$ cat src/rtl/muldiv_unit.sv
// Iterative multiply/divide unit (RV32M op set): one radix-2 step per cycle on
// operand magnitudes, with the sign fix-up applied on the way into DONE.
module muldiv_unit #(
    parameter int XLEN         = 32,
    parameter int FAST_SPECIAL = 1
) (
    input  logic            clk,
    input  logic            reset,
    input  logic            start,
    input  logic            flush,
    input  logic [2:0]      funct3,
    input  logic [XLEN-1:0] srcA,
    input  logic [XLEN-1:0] srcB,
    output logic            busy,
    output logic            done,
    output logic [XLEN-1:0] result
);
    localparam int                CW     = $clog2(XLEN) + 1;
    localparam logic [XLEN-1:0]   ZERO_X = {XLEN{1'b0}};
    localparam logic [XLEN-1:0]   ONES_X = {XLEN{1'b1}};
    localparam logic [XLEN-1:0]   ONE_X  = {{(XLEN-1){1'b0}}, 1'b1};
    localparam logic [XLEN-1:0]   MIN_X  = {1'b1, {(XLEN-1){1'b0}}};
    localparam logic [2*XLEN-1:0] ONE_2X = {{(2*XLEN-1){1'b0}}, 1'b1};
    localparam logic [CW-1:0]     ZERO_C = {CW{1'b0}};
    localparam logic [CW-1:0]     ONE_C  = {{(CW-1){1'b0}}, 1'b1};
    localparam logic [CW-1:0]     LAST_C = CW'(XLEN - 1);
    localparam logic              FAST   = (FAST_SPECIAL != 0);

    typedef enum logic [1:0] {IDLE = 2'd0, CALC = 2'd1, DONE = 2'd2} state_t;

    state_t            state_r;
    logic [CW-1:0]     cnt_r;
    logic [2:0]        op_r;
    logic [XLEN-1:0]   opnd_r;
    logic [XLEN-1:0]   hi_r;
    logic [XLEN-1:0]   lo_r;
    logic [XLEN-1:0]   spec_val_r;
    logic [XLEN-1:0]   result_r;
    logic              neg_r;
    logic              spec_r;
    logic              busy_r;
    logic              done_r;

    logic              is_div_s;
    logic              a_neg_s;
    logic              b_neg_s;
    logic              res_neg_s;
    logic              div0_s;
    logic              ovf_s;
    logic [XLEN-1:0]   a_mag_s;
    logic [XLEN-1:0]   b_mag_s;
    logic [XLEN-1:0]   spec_val_s;

    logic [XLEN:0]     mul_sum_s;
    logic [XLEN:0]     div_shift_s;
    logic              div_ge_s;
    logic [XLEN-1:0]   div_diff_s;
    logic [XLEN-1:0]   nxt_hi_s;
    logic [XLEN-1:0]   nxt_lo_s;
    logic [2*XLEN-1:0] prod_s;
    logic [2*XLEN-1:0] prod_fix_s;
    logic [XLEN-1:0]   div_val_s;
    logic [XLEN-1:0]   div_fix_s;
    logic [XLEN-1:0]   final_s;
    logic              last_s;

    // Decode signedness, operand magnitudes and the divide special cases
    always_comb begin
        is_div_s = funct3[2];
        a_neg_s  = 1'b0;
        b_neg_s  = 1'b0;
        case (funct3)
            3'b001, 3'b100, 3'b110: begin
                a_neg_s = srcA[XLEN-1];
                b_neg_s = srcB[XLEN-1];
            end
            3'b010: begin
                a_neg_s = srcA[XLEN-1];
                b_neg_s = 1'b0;
            end
            default: begin
                a_neg_s = 1'b0;
                b_neg_s = 1'b0;
            end
        endcase
        if (a_neg_s) a_mag_s = ~srcA + ONE_X;
        else         a_mag_s = srcA;
        if (b_neg_s) b_mag_s = ~srcB + ONE_X;
        else         b_mag_s = srcB;
        // Remainder takes the dividend's sign; everything else the product of signs
        res_neg_s = (funct3[2] && funct3[1]) ? a_neg_s : (a_neg_s ^ b_neg_s);
        div0_s    = is_div_s && (srcB == ZERO_X);
        ovf_s     = is_div_s && !funct3[0] && (srcA == MIN_X) && (srcB == ONES_X);
        if (div0_s)     spec_val_s = funct3[1] ? srcA : ONES_X;
        else if (ovf_s) spec_val_s = funct3[1] ? ZERO_X : srcA;
        else            spec_val_s = ZERO_X;
    end

    // One radix-2 step plus the signed final result that the step would produce
    always_comb begin
        mul_sum_s   = {1'b0, hi_r} + (lo_r[0] ? {1'b0, opnd_r} : {(XLEN+1){1'b0}});
        div_shift_s = {hi_r, lo_r[XLEN-1]};
        div_ge_s    = (div_shift_s >= {1'b0, opnd_r});
        div_diff_s  = div_shift_s[XLEN-1:0] - opnd_r;
        if (op_r[2]) begin
            if (div_ge_s) begin
                nxt_hi_s = div_diff_s;
                nxt_lo_s = {lo_r[XLEN-2:0], 1'b1};
            end else begin
                nxt_hi_s = div_shift_s[XLEN-1:0];
                nxt_lo_s = {lo_r[XLEN-2:0], 1'b0};
            end
        end else begin
            nxt_hi_s = mul_sum_s[XLEN:1];
            nxt_lo_s = {mul_sum_s[0], lo_r[XLEN-1:1]};
        end
        prod_s     = {nxt_hi_s, nxt_lo_s};
        prod_fix_s = neg_r ? (~prod_s + ONE_2X) : prod_s;
        div_val_s  = op_r[1] ? nxt_hi_s : nxt_lo_s;
        div_fix_s  = neg_r ? (~div_val_s + ONE_X) : div_val_s;
        if (spec_r)                  final_s = spec_val_r;
        else if (op_r[2])            final_s = div_fix_s;
        else if (op_r[1:0] == 2'b00) final_s = prod_fix_s[XLEN-1:0];
        else                         final_s = prod_fix_s[2*XLEN-1:XLEN];
        last_s = (cnt_r == LAST_C) || (FAST && spec_r);
    end

    // Control FSM with iterative datapath and registered outputs
    always_ff @(posedge clk) begin
        if (reset) begin
            state_r    <= IDLE;
            cnt_r      <= ZERO_C;
            op_r       <= 3'b000;
            opnd_r     <= ZERO_X;
            hi_r       <= ZERO_X;
            lo_r       <= ZERO_X;
            spec_val_r <= ZERO_X;
            neg_r      <= 1'b0;
            spec_r     <= 1'b0;
            busy_r     <= 1'b0;
            done_r     <= 1'b0;
            result_r   <= ZERO_X;
        end else if (flush) begin
            state_r <= IDLE;
            busy_r  <= 1'b0;
            done_r  <= 1'b0;
        end else begin
            case (state_r)
                IDLE, DONE: begin
                    done_r <= 1'b0;
                    if (start) begin
                        state_r    <= CALC;
                        busy_r     <= 1'b1;
                        cnt_r      <= ZERO_C;
                        op_r       <= funct3;
                        opnd_r     <= is_div_s ? b_mag_s : a_mag_s;
                        lo_r       <= is_div_s ? a_mag_s : b_mag_s;
                        hi_r       <= ZERO_X;
                        neg_r      <= res_neg_s;
                        spec_r     <= div0_s || ovf_s;
                        spec_val_r <= spec_val_s;
                    end else begin
                        state_r <= IDLE;
                        busy_r  <= 1'b0;
                    end
                end
                CALC: begin
                    hi_r  <= nxt_hi_s;
                    lo_r  <= nxt_lo_s;
                    cnt_r <= cnt_r + ONE_C;
                    if (last_s) begin
                        state_r  <= DONE;
                        busy_r   <= 1'b0;
                        done_r   <= 1'b1;
                        result_r <= final_s;
                    end else begin
                        busy_r <= 1'b1;
                        done_r <= 1'b0;
                    end
                end
                default: begin
                    state_r <= IDLE;
                    busy_r  <= 1'b0;
                    done_r  <= 1'b0;
                end
            endcase
        end
    end

    assign busy   = busy_r;
    assign done   = done_r;
    assign result = result_r;

endmodule
$ cat config.mk
export PLATFORM = sky130hd
export DESIGN_NAME = muldiv_unit
export DESIGN_NICKNAME = d
export VERILOG_FILES = /design/src/rtl/muldiv_unit.sv
export SDC_FILE = /design/constraint.sdc
export NUM_CORES = 1
export LEC_CHECK = 0
export CAP_MARGIN = 20
export CORE_ASPECT_RATIO = 1.5
export CORE_MARGIN = 1
export CORE_UTILIZATION = 45
export DETAILED_ROUTE_END_ITERATION = 8
export PLACE_DENSITY_LB_ADDON = 0.3
export RECOVER_POWER = 25
export SLEW_MARGIN = 20
export SYNTH_ARGS = -nofsm -noshare
export SYNTH_HDL_FRONTEND = slang
export SYNTH_SLANG_ARGS = --single-unit
export TNS_END_PERCENT = 5
$ cat constraint.sdc
create_clock -name clk -period 7.18 [get_ports clk]
set_clock_uncertainty 0.05 [all_clocks]
set_input_delay 1.436 -clock clk [delete_from_list [all_inputs] [get_ports clk]]
set_output_delay 1.436 -clock clk [all_outputs]
set_load 0.01 [all_outputs]
* Word-level counts from Yosys, hierarchy flattened
Cells that the tools add are included.
Widths: inputs -> output; s select.
** Cells by class
- Add/subtract/negate cells :: 7
- $lt $le $gt $ge :: 1
- Equal/unequal tests :: 11
- Multiplexer cells :: 35
- Bitwise operators :: 7
- Reduce and logical (&&, ||, !) cells :: 20
** Operators by type and width (count)
- $mux 32 :: 19
- $pmux 32 s2 :: 2
- $add 32x1->32 const B :: 3
- $not 32->32 :: 3
- $add 64x1->64 const B :: 1
- $eq 32x32->1 const B :: 2
- $mux 64 :: 1
- $not 64->64 :: 1
- $add 32x32->33 :: 1
- $ge 33x32->1 :: 1
- $logic_not 32->1 :: 1
- $sub 32x32->32 :: 1
- $pmux 6 s2 :: 1
- $reduce_and 3->1 :: 3
- $mux 1 :: 8
- $add 6x1->6 const B :: 1
- $eq 3x3->1 const B :: 2
- $eq 6x5->1 const B :: 1
- $mux 6 :: 1
- $reduce_or 3->1 :: 2
- $logic_and 1x1->1 :: 5
- $logic_not 2->1 :: 2
- $ne 2x2->1 const B :: 2
- $pmux 2 s2 :: 1
- 13 further kinds :: 16
** Word-level totals
- Register bits after elaboration :: 175
- Input bits :: 71
- Output and inout port bits :: 34
- Logic and storage cells :: 93

* Logic depth before layout (Yosys ltp)
Gate-level depths: netlist of the first run.
- Depth in word-level cells :: 9
- Depth in mapped cells :: 23
- Depth with buffers taken out :: 21

* Worst setup path before layout of the first run
No wires, ideal clock.
- Path type :: reg2reg
- From :: reg op_r[2]
- To :: reg result_r[14] (netlist: result[14])
- Library setup time :: 0.086 ns
- Arrival :: 5.689 ns
- Data required time :: 7.044 ns
- Setup slack :: 1.356 ns
- Stages on the path, launching flop included :: 22
- Buffers on the path :: 6
- Period minus slack after synthesis :: 5.824 ns
- Cells stage by stage :: dfxtp_1 clkbuf_1 buf_1 clkbuf_1 clkbuf_1 buf_1 buf_1 a31oi_1 inv_1 ha_1 o21ai_0 nor3_1 inv_1 or3_1 a2111oi_0 nand2_1 or4_1 o41ai_1 xor2_1 a211oi_1 a21oi_1 a211oi_1
** Between the ends
- Word-level cells in the longest chain between the ends :: 7
- Elaborated cells between the ends (all ways) :: 12
- Those cells by class :: add/sub: 2; mux: 8; bitwise: 2
** Ends and longest elaborated chain
- from (decl) :: line 33 : logic [2:0] op_r;
- from (signal assigned) :: line 155 : op_r <= funct3;
- $mux 32 :: line 105 : if (op_r[2]) begin
- $not 64->64 or $mux 32 (tied branches) :: line 118, 119
- $add 64x1->64 or $not 32->32 (tied branches) :: line 118, 120
- $mux 64 or $add 32x1->32 (tied branches) :: line 118, 120
- $mux 32 (on tied branches) :: line 123, 120
- $mux 32 (*) :: line 122 : else if (op_r[2]) final_s = div_fix_s;
- $mux 32 (*) :: line 121 : if (spec_r) final_s = spec_val_r;
- to (signal assigned) :: line 175 : result_r <= final_s;
- to (decl) :: line 38 : logic [XLEN-1:0] result_r;
Mark *: on every way between the ends. The rest lies on a longest branch, timed or not.
A chain may end at the register's enable or synchronous reset.

* Worst setup path after layout of the first run
- From :: reg opnd_r[28]
- To :: reg result_r[14] (netlist: result[14])
** Between the ends
- Word-level cells in the longest chain between the ends :: 9
- Elaborated cells between the ends (all ways) :: 15
- Those cells by class :: add/sub: 2; order compare: 1; mux: 10; bitwise: 2
** Ends and longest elaborated chain
- from (decl) :: line 34 : logic [XLEN-1:0] opnd_r;
- from (signal assigned) :: line 156 : opnd_r <= is_div_s ? b_mag_s : a_mag_s;
- $ge 33x32->1 (*) :: line 103 : div_ge_s = (div_shift_s >= {1'b0, opnd_r});
- $mux 1 or $mux 32 (tied branches) :: line 106 : if (div_ge_s) begin
- $mux 32 :: line 105
- $not 64->64 or $mux 32 (tied branches) :: line 118, 119
- $add 64x1->64 or $not 32->32 (tied branches) :: line 118, 120
- $mux 64 or $add 32x1->32 (tied branches) :: line 118, 120
- $mux 32 (on tied branches) :: line 123, 120
- $mux 32 (*) :: line 122
- $mux 32 (*) :: line 121
Marks and branches as above.

==> qor.yml, run 1 <==
outcome:
  status: "finished, violations left"
  violations: "max-capacitance violations, max-slew violations"
floorplan:
  core_area_um2: 38600
  rows: 88
  initial_utilization_pct: 45.8
  top_level_ports: 105
  fp.dieArea_um2: 40100
  die_x_um: 164
  die_h_um: 245
clocking:
  cts_inserted_buffers: 17
  htreeDepth: 4
  post_cts_resized: 0
  clock_latency_ps: 490
  cts_hold_buf: 0
  clk_path_buf_depth: 2
  clockRootBuffer: "clkbuf_16"
  clock-sinks: 175
  clkTransAtPathRegs_ps: 90
  cts_tree: "done"
  postCtsSetupBuffers: 0
setup_path:
  cp_max_fo: 10
  cpMaxStageDelayCell: "a2111oi_0"
  crit_path_end_kind: "register"
  cp_num_buf_inv: 3
  crit_chain: "inv_1 > ha_1 > nand4_1 > nor3_1 > a2111oi_1 > o21a_1 > a31oi_1 > inv_1 > ha_1 > o21ai_0 > nor3_1 > inv_1 > or3_1 > a2111oi_0 > nand2_1 > or4_1 > o41ai_1 > xor2_1 > a211oi_1 > a21oi_1 > a211oi_1"
  max_stage_delay_ps: 650
  critical_path_required_ps: 7520
  crit_top_cell: "inv_1"
  path_class: "reg2reg"
  start_kind: "register"
  critPathTopFamily: "compound AO/OA/AOI/OAI gates"
  cp.arrival_ps: 7070
route:
  routed_wl_mm: 81.3
  first_pass_iters: 6
  drt_iter0_drc: 2097
  via_per_inst: 6.70
  antenna_left: 0
  drcViolationCount: 0
  route.vias.total: 20633
  routedWlPerCell_um: 26.4
power_and_ir_drop:
  cellLeakagePower_nw: 7.59
  ir_worst_vdd_mv: 0.171
  p_int_mw: 1.88
  p_sw_share_pct: 42.4
  power_frac_comb_pct: 37.1
  clkPwrFrac_pct: 31.0
  cellPowerDensity_nw_per_um2: 165
  power_switching_mw: 1.38
  seq_power_share_pct: 31.9
yosys:
  synth_compound_area_share_pct: 30.7
  synth-edff-count: 0
  yosysMostFrequentCell: "nand2_1"
  seq_area_frac_synth_pct: 19.8
  synth_top_family_by_area: "compound AO/OA/AOI/OAI gates"
  yosysTopAreaCell: "dfxtp_1"
  synth_area_leaders: "dfxtp_1 (20%), nand2_1 (7.5%), a21oi_1 (6.2%)"
  synth_area_um2: 17700
  synth.avg_cell_area_um2: 6.92
  synth_nets: 2699
  ys_ff_latch: 175
  synth.area.mux_share_pct: 4.14
  synthCells: 2556
  synth_top_area_share_pct: 19.8
  synthXorXnorAreaFrac_pct: 7.73
  synth_cell_types: 90
  synth_flop_cell: "dfxtp_1"
  yosysWarnings: 0
  async_reset_ff_share_pct: 0
  synth_simple_gate_area_share_pct: 27.0
  netlist_top_cells_count: "nand2_1 (351), nor2_1 (250), a21oi_1 (220)"
  synthAdderAreaFrac_pct: 5.18
layout:
  area_growth_pct: 11.6
  layoutNonFillerInstCount: 3078
  fin_util_pct: 51.1
  nFillCells: 3956
  nets: 2712
  drive_gt1_share_pct: 6.16
sta:
  rsz0062_at_grt: "false"
  slew_viol_final: 213
  fmax_mhz: 149
  setup_tns_ps: 0
  tightestPinTransition_ps: 3090
  fin_crit_ps: 6730
  finalSetupViolCount: 0
  max_slew_margin_pct: -106
  hold_viol_final: 0
  layout_worst_path_cycle_share_pct: 93.7
grt:
  grt_pass1_vias: 19331
  grt_max_degree: 81
  grt_pass1_wl_mm: 120
  grt_usage_pct: 40.3
  overflow: 0
  antenna_found_initial: 2
run:
  max_cap_viol_count: 5
placement:
  io_buffers: 104
  gp_congestion: 1.12
  dp_hpwl_mm: 62.4
  place_inst: 3045
min_path:
  min_path_type: "reg2reg"
## final timing paths
kind	cells after the start	end	start	slack [ps]
max reg2reg	21	result[14]$_SDFFE_PP0P_	opnd_r[28]$_SDFFE_PP0P_	450
min reg2reg	2	spec_val_r[3]$_SDFFE_PP0P_	spec_val_r[3]$_SDFFE_PP0P_	390
min	2	spec_val_r[3]$_SDFFE_PP0P_	spec_val_r[3]$_SDFFE_PP0P_	390
max	21	result[14]$_SDFFE_PP0P_	opnd_r[28]$_SDFFE_PP0P_	450
## logic make-up (layout without fill, tap and decap cells)
kind of cell / after synthesis / after routing
buffers and inverters: 245 / 271
adders and majority gates: 72 / 72
and+or+nand+nor: 1015 / 1015
AOI/OAI and AO/OA: 822 / 822
xor gates and xnor gates: 156 / 156
other: 0 / 1
DFF: 175 / 175
muxes: 71 / 71
## sequential cells by signal (all words and copies together), names as in the netlist
signal,flops
neg_r,1
done,1
opnd_r,32
cnt_r,6
spec_val_r,32
spec_r,1
result,32
lo_r,32
hi_r,32
busy,1
op_r,3
state_r,2
## metrics by stage
step	power (mW)	worst slack, ps	hold slack [ps]	area [um2]
global route	3.37	183	404	19700
floorplan	1.79	1360	357	17700
CTS	3.21	647	389	19800
finish	3.27	454	388	19700
global placement	2.21	925	374	19100
detailed placement	2.22	715	375	19100
## final cells by class
class / instances / area (um2) / share of cell area, %
inverter: 75 / 282 / 1.43
clock buffer: 17 / 425 / 2.15
multi-input combinational: 2136 / 13200 / 67.1
antenna: 1 / 2.50 / 0.0127
tap: 495 / 619 / 3.14
clock inverter: 15 / 206 / 1.05
sequential: 175 / 3510 / 17.8
timing repair buffer: 164 / 1460 / 7.40
## routing by layer
layer | share of wire (%) | global-route usage [%]
met4 | 9.2 | 32.5
met2 | 47 | 66.8
met5 | 0.012 | 0
met1 | 36 | 45.4
met3 | 7.7 | 6.45
## tightest hold or removal path, delay by kind of cell, from the launching register on
kind | cells | cell delay [ps]
and+or+nand+nor | 2 | 90
DFF | 1 | 310
## power by group through the flow
stage | sequential (mW) | clock, mW | combinational (mW)
global route | 1.05 | 1.05 | 1.27
finish | 1.04 | 1.01 | 1.21
floorplan | 1.04 | 0 | 0.749
CTS | 1.04 | 1.01 | 1.16
detailed placement | 1.06 | 0 | 1.15
global placement | 1.06 | 0 | 1.15
## placed cells by master, fill, tap and decap left out, types with 48 or more instances in the layout
| master | count |
|---|---|
| xor2_1 | 73 |
| clkdlybuf4s50_1 | 67 |
| o21ai_0 | 179 |
| o211ai_1 | 67 |
| inv_1 | 73 |
| xnor2_1 | 83 |
| ha_1 | 70 |
| nand3_1 | 50 |
| dfxtp_1 | 173 |
| nand2_1 | 351 |
| a21oi_1 | 220 |
| a211oi_1 | 50 |
| mux2i_1 | 54 |
| buf_4 | 55 |
| nor3_1 | 87 |
| and2_1 | 48 |
| nor2_1 | 246 |
No activity file was read; power rests on OpenSTA's default activity.
==> inputs of run 2 (changes only) <==
--- a/config.mk
+++ b/config.mk
@@ -8,7 +8,7 @@
 export CAP_MARGIN = 20
 export CORE_ASPECT_RATIO = 1.5
 export CORE_MARGIN = 1
-export CORE_UTILIZATION = 45
+export CORE_UTILIZATION = 40
 export DETAILED_ROUTE_END_ITERATION = 8
 export PLACE_DENSITY_LB_ADDON = 0.3
 export RECOVER_POWER = 25
==> constraint.sdc (replaced) <==
create_clock -name clk -period 7.18 [get_ports clk]
set_clock_uncertainty 0.05 [all_clocks]
set_input_delay 1.436 -clock clk [delete_from_list [all_inputs] [get_ports clk]]
set_output_delay 1.436 -clock clk [all_outputs]
set_load 0.1 [all_outputs]
==> qor.yml, run 2 (same netlist as run 1, synthesis figures left out) <==
run:
  max_cap_viol_count: 4
route:
  drcViolationCount: 0
  first_pass_iters: 6
  drt_iter0_drc: 1822
  routed_wl_mm: 85.0
  antenna_left: 0
  via_per_inst: 6.47
  route.vias.total: 20474
  routedWlPerCell_um: 26.8
sta:
  slew_viol_final: 175
  rsz0062_at_grt: "false"
  setup_slack_ps: 425
  finalSetupViolCount: 0
  setup_tns_ps: 0
  tightestPinTransition_ps: 2880
  fin_crit_ps: 6750
  fmax_mhz: 148
  hold_viol_final: 0
  layout_worst_path_cycle_share_pct: 94.1
  max_slew_margin_pct: -92.0
layout:
  nFillCells: 4598
  final_cell_mix: "nand2_1 (351), nor2_1 (246), a21oi_1 (220)"
  antennaDiodeCount: 0
  seqCellArea_um2: 3510
  drive_gt1_share_pct: 6.64
  area_growth_pct: 12.7
  multi_input_area_um2: 13300
  mostFrequentLayoutCell: "nand2_1"
  nets: 2720
floorplan:
  die_h_um: 260
  fp.dieArea_um2: 45100
  initial_utilization_pct: 40.4
  top_level_ports: 105
  core_area_um2: 43800
  rows: 94
  die_x_um: 174
grt:
  grt.busiest_layer: "met2"
  antenna_found_initial: 1
  use_met1_pct: 40.0
  gr-usage-met2_pct: 63.7
  grt_pass1_vias: 19682
  grt_pass1_wl_mm: 125
  grt_usage_pct: 37.2
  overflow: 0
  grt_max_degree: 74
  met3_usage_pct: 4.92
setup_path:
  crit_path_end_kind: "register"
  critPathTopFamily: "compound AO/OA/AOI/OAI gates"
  cpMaxStageDelayCell: "a2111oi_0"
  cp.arrival_ps: 7080
  rr_worst_depth: 21
  crit_chain: "inv_1 > ha_1 > nand4_1 > nor3_1 > a2111oi_1 > o21a_1 > a31oi_1 > inv_1 > ha_1 > o21ai_0 > nor3_1 > inv_1 > or3_1 > a2111oi_0 > nand2_1 > nor4_1 > nand4bb_1 > o31ai_1 > xor2_1 > a21oi_1 > a311o_1"
  path_class: "reg2reg"
  rrSetupSlack_ps: 430
  cp_max_fo: 6
  max_stage_delay_ps: 740
  cp_num_buf_inv: 3
  start_kind: "register"
  critical_path_required_ps: 7510
  r2r-end: "result[28]$_SDFFE_PP0P_"
  timing.rr.start: "opnd_r[27]$_SDFFE_PP0P_"
  crit_top_cell: "inv_1"
clocking:
  htreeDepth: 4
  cts_tree: "done"
  cts_hold_buf: 0
  clockRootBuffer: "clkbuf_16"
  post_cts_resized: 0
  clock-sinks: 175
  cts_inserted_buffers: 17
  clkTransAtPathRegs_ps: 90
  clock_latency_ps: 480
  clk_path_buf_depth: 2
  postCtsSetupBuffers: 0
placement:
  placement.setup.worst_slack_ps: 683
  dp_hpwl_mm: 66.0
  io_buffers: 104
  gp_congestion: 1.07
power_and_ir_drop:
  seq_power_share_pct: 31.8
  p_int_mw: 1.88
  clkPwrFrac_pct: 30.9
  power_frac_comb_pct: 37.3
  ir_worst_vdd_mv: 0.138
  p_sw_share_pct: 42.7
  cellPowerDensity_nw_per_um2: 165
  cellLeakagePower_nw: 7.64
  power_switching_mw: 1.40
min_path:
  holdPathEnd: "spec_val_r[2]$_SDFFE_PP0P_"
  min-delay-start: "spec_val_r[2]$_SDFFE_PP0P_"
  min_path_type: "reg2reg"
  hold_depth: 2
outcome:
  status: "finished, violations left"
  violations: "max-capacitance violations, max-slew violations"
==> run 2: cell count changes in the layout (fill, tap and decap cells not counted), sizes merged <==
cell	delta
clkbuf	-1
buf	+9
diode	-1
==> run 2: how the worst max path moves through the flow <==
stage                            startpoint  slack [ps]  cells past startpoint                       to
CTS                 opnd_r[27]$_SDFFE_PP0P_         630                     21  result[28]$_SDFFE_PP0P_
floorplan              op_r[2]$_SDFFE_PP0P_        1360                     21  result[14]$_SDFFE_PP0P_
global route        opnd_r[27]$_SDFFE_PP0P_          20                     21  result[14]$_SDFFE_PP0P_
finish              opnd_r[27]$_SDFFE_PP0P_         430                     21  result[28]$_SDFFE_PP0P_
detailed placement  opnd_r[27]$_SDFFE_PP0P_         680                     21  result[28]$_SDFFE_PP0P_
global placement    opnd_r[27]$_SDFFE_PP0P_         880                     21  result[28]$_SDFFE_PP0P_
==> run 2: worst reg2reg max path, delay by kind of cell, from the launching register on <==
family                     cells  cell delay [ps]
buffers and inverters          3              360
xor gates and xnor gates       1              180
and+or+nand+nor                7             2170
DFF                            1              360
AOI/OAI and AO/OA              8             2870
adders and majority gates      2              670
==> run 2: stage by stage <==
step           instance area (um2)  utilization [%]  total power [mW]  hold WS (ps)  instances
6_report                     19900             45.5              3.29           388       3166
3_5_place_dp                 19300             44.1              2.25           378       3134
3_3_place_gp                 19300             44.1              2.25           373       3134
4_1_cts                      19900             45.6              3.26           389       3166
2_1_floorplan                17700                -              1.80           357       2556
5_1_grt                      19900             45.5              3.40           410       3166
==> run 2: cell type report <==
type | count | area share [%]
clock buffers | 17 | 2.13
multi-input cells | 2136 | 66.5
repair buffers | 172 | 7.66
flip-flops and latches | 175 | 17.6
clock inverters | 15 | 1.05
well taps | 576 | 3.62
inverters | 75 | 1.41
==> run 2: per-layer routing <==
metal | routed length, um | up-vias
met5 | 0 | -
met4 | 8400 | 0
met3 | 5660 | 326
met2 | 40200 | 980
met1 | 30700 | 9785
li1 | - | 9383
==> run 2: power groups by stage <==
stage / Sequential [mW] / Clock (mW) / Combinational (mW)
2_1_floorplan: 1.05 / 0 / 0.749
3_3_place_gp: 1.07 / 0 / 1.18
3_5_place_dp: 1.07 / 0 / 1.19
4_1_cts: 1.04 / 1.02 / 1.19
5_1_grt: 1.05 / 1.06 / 1.29
6_report: 1.05 / 1.01 / 1.23
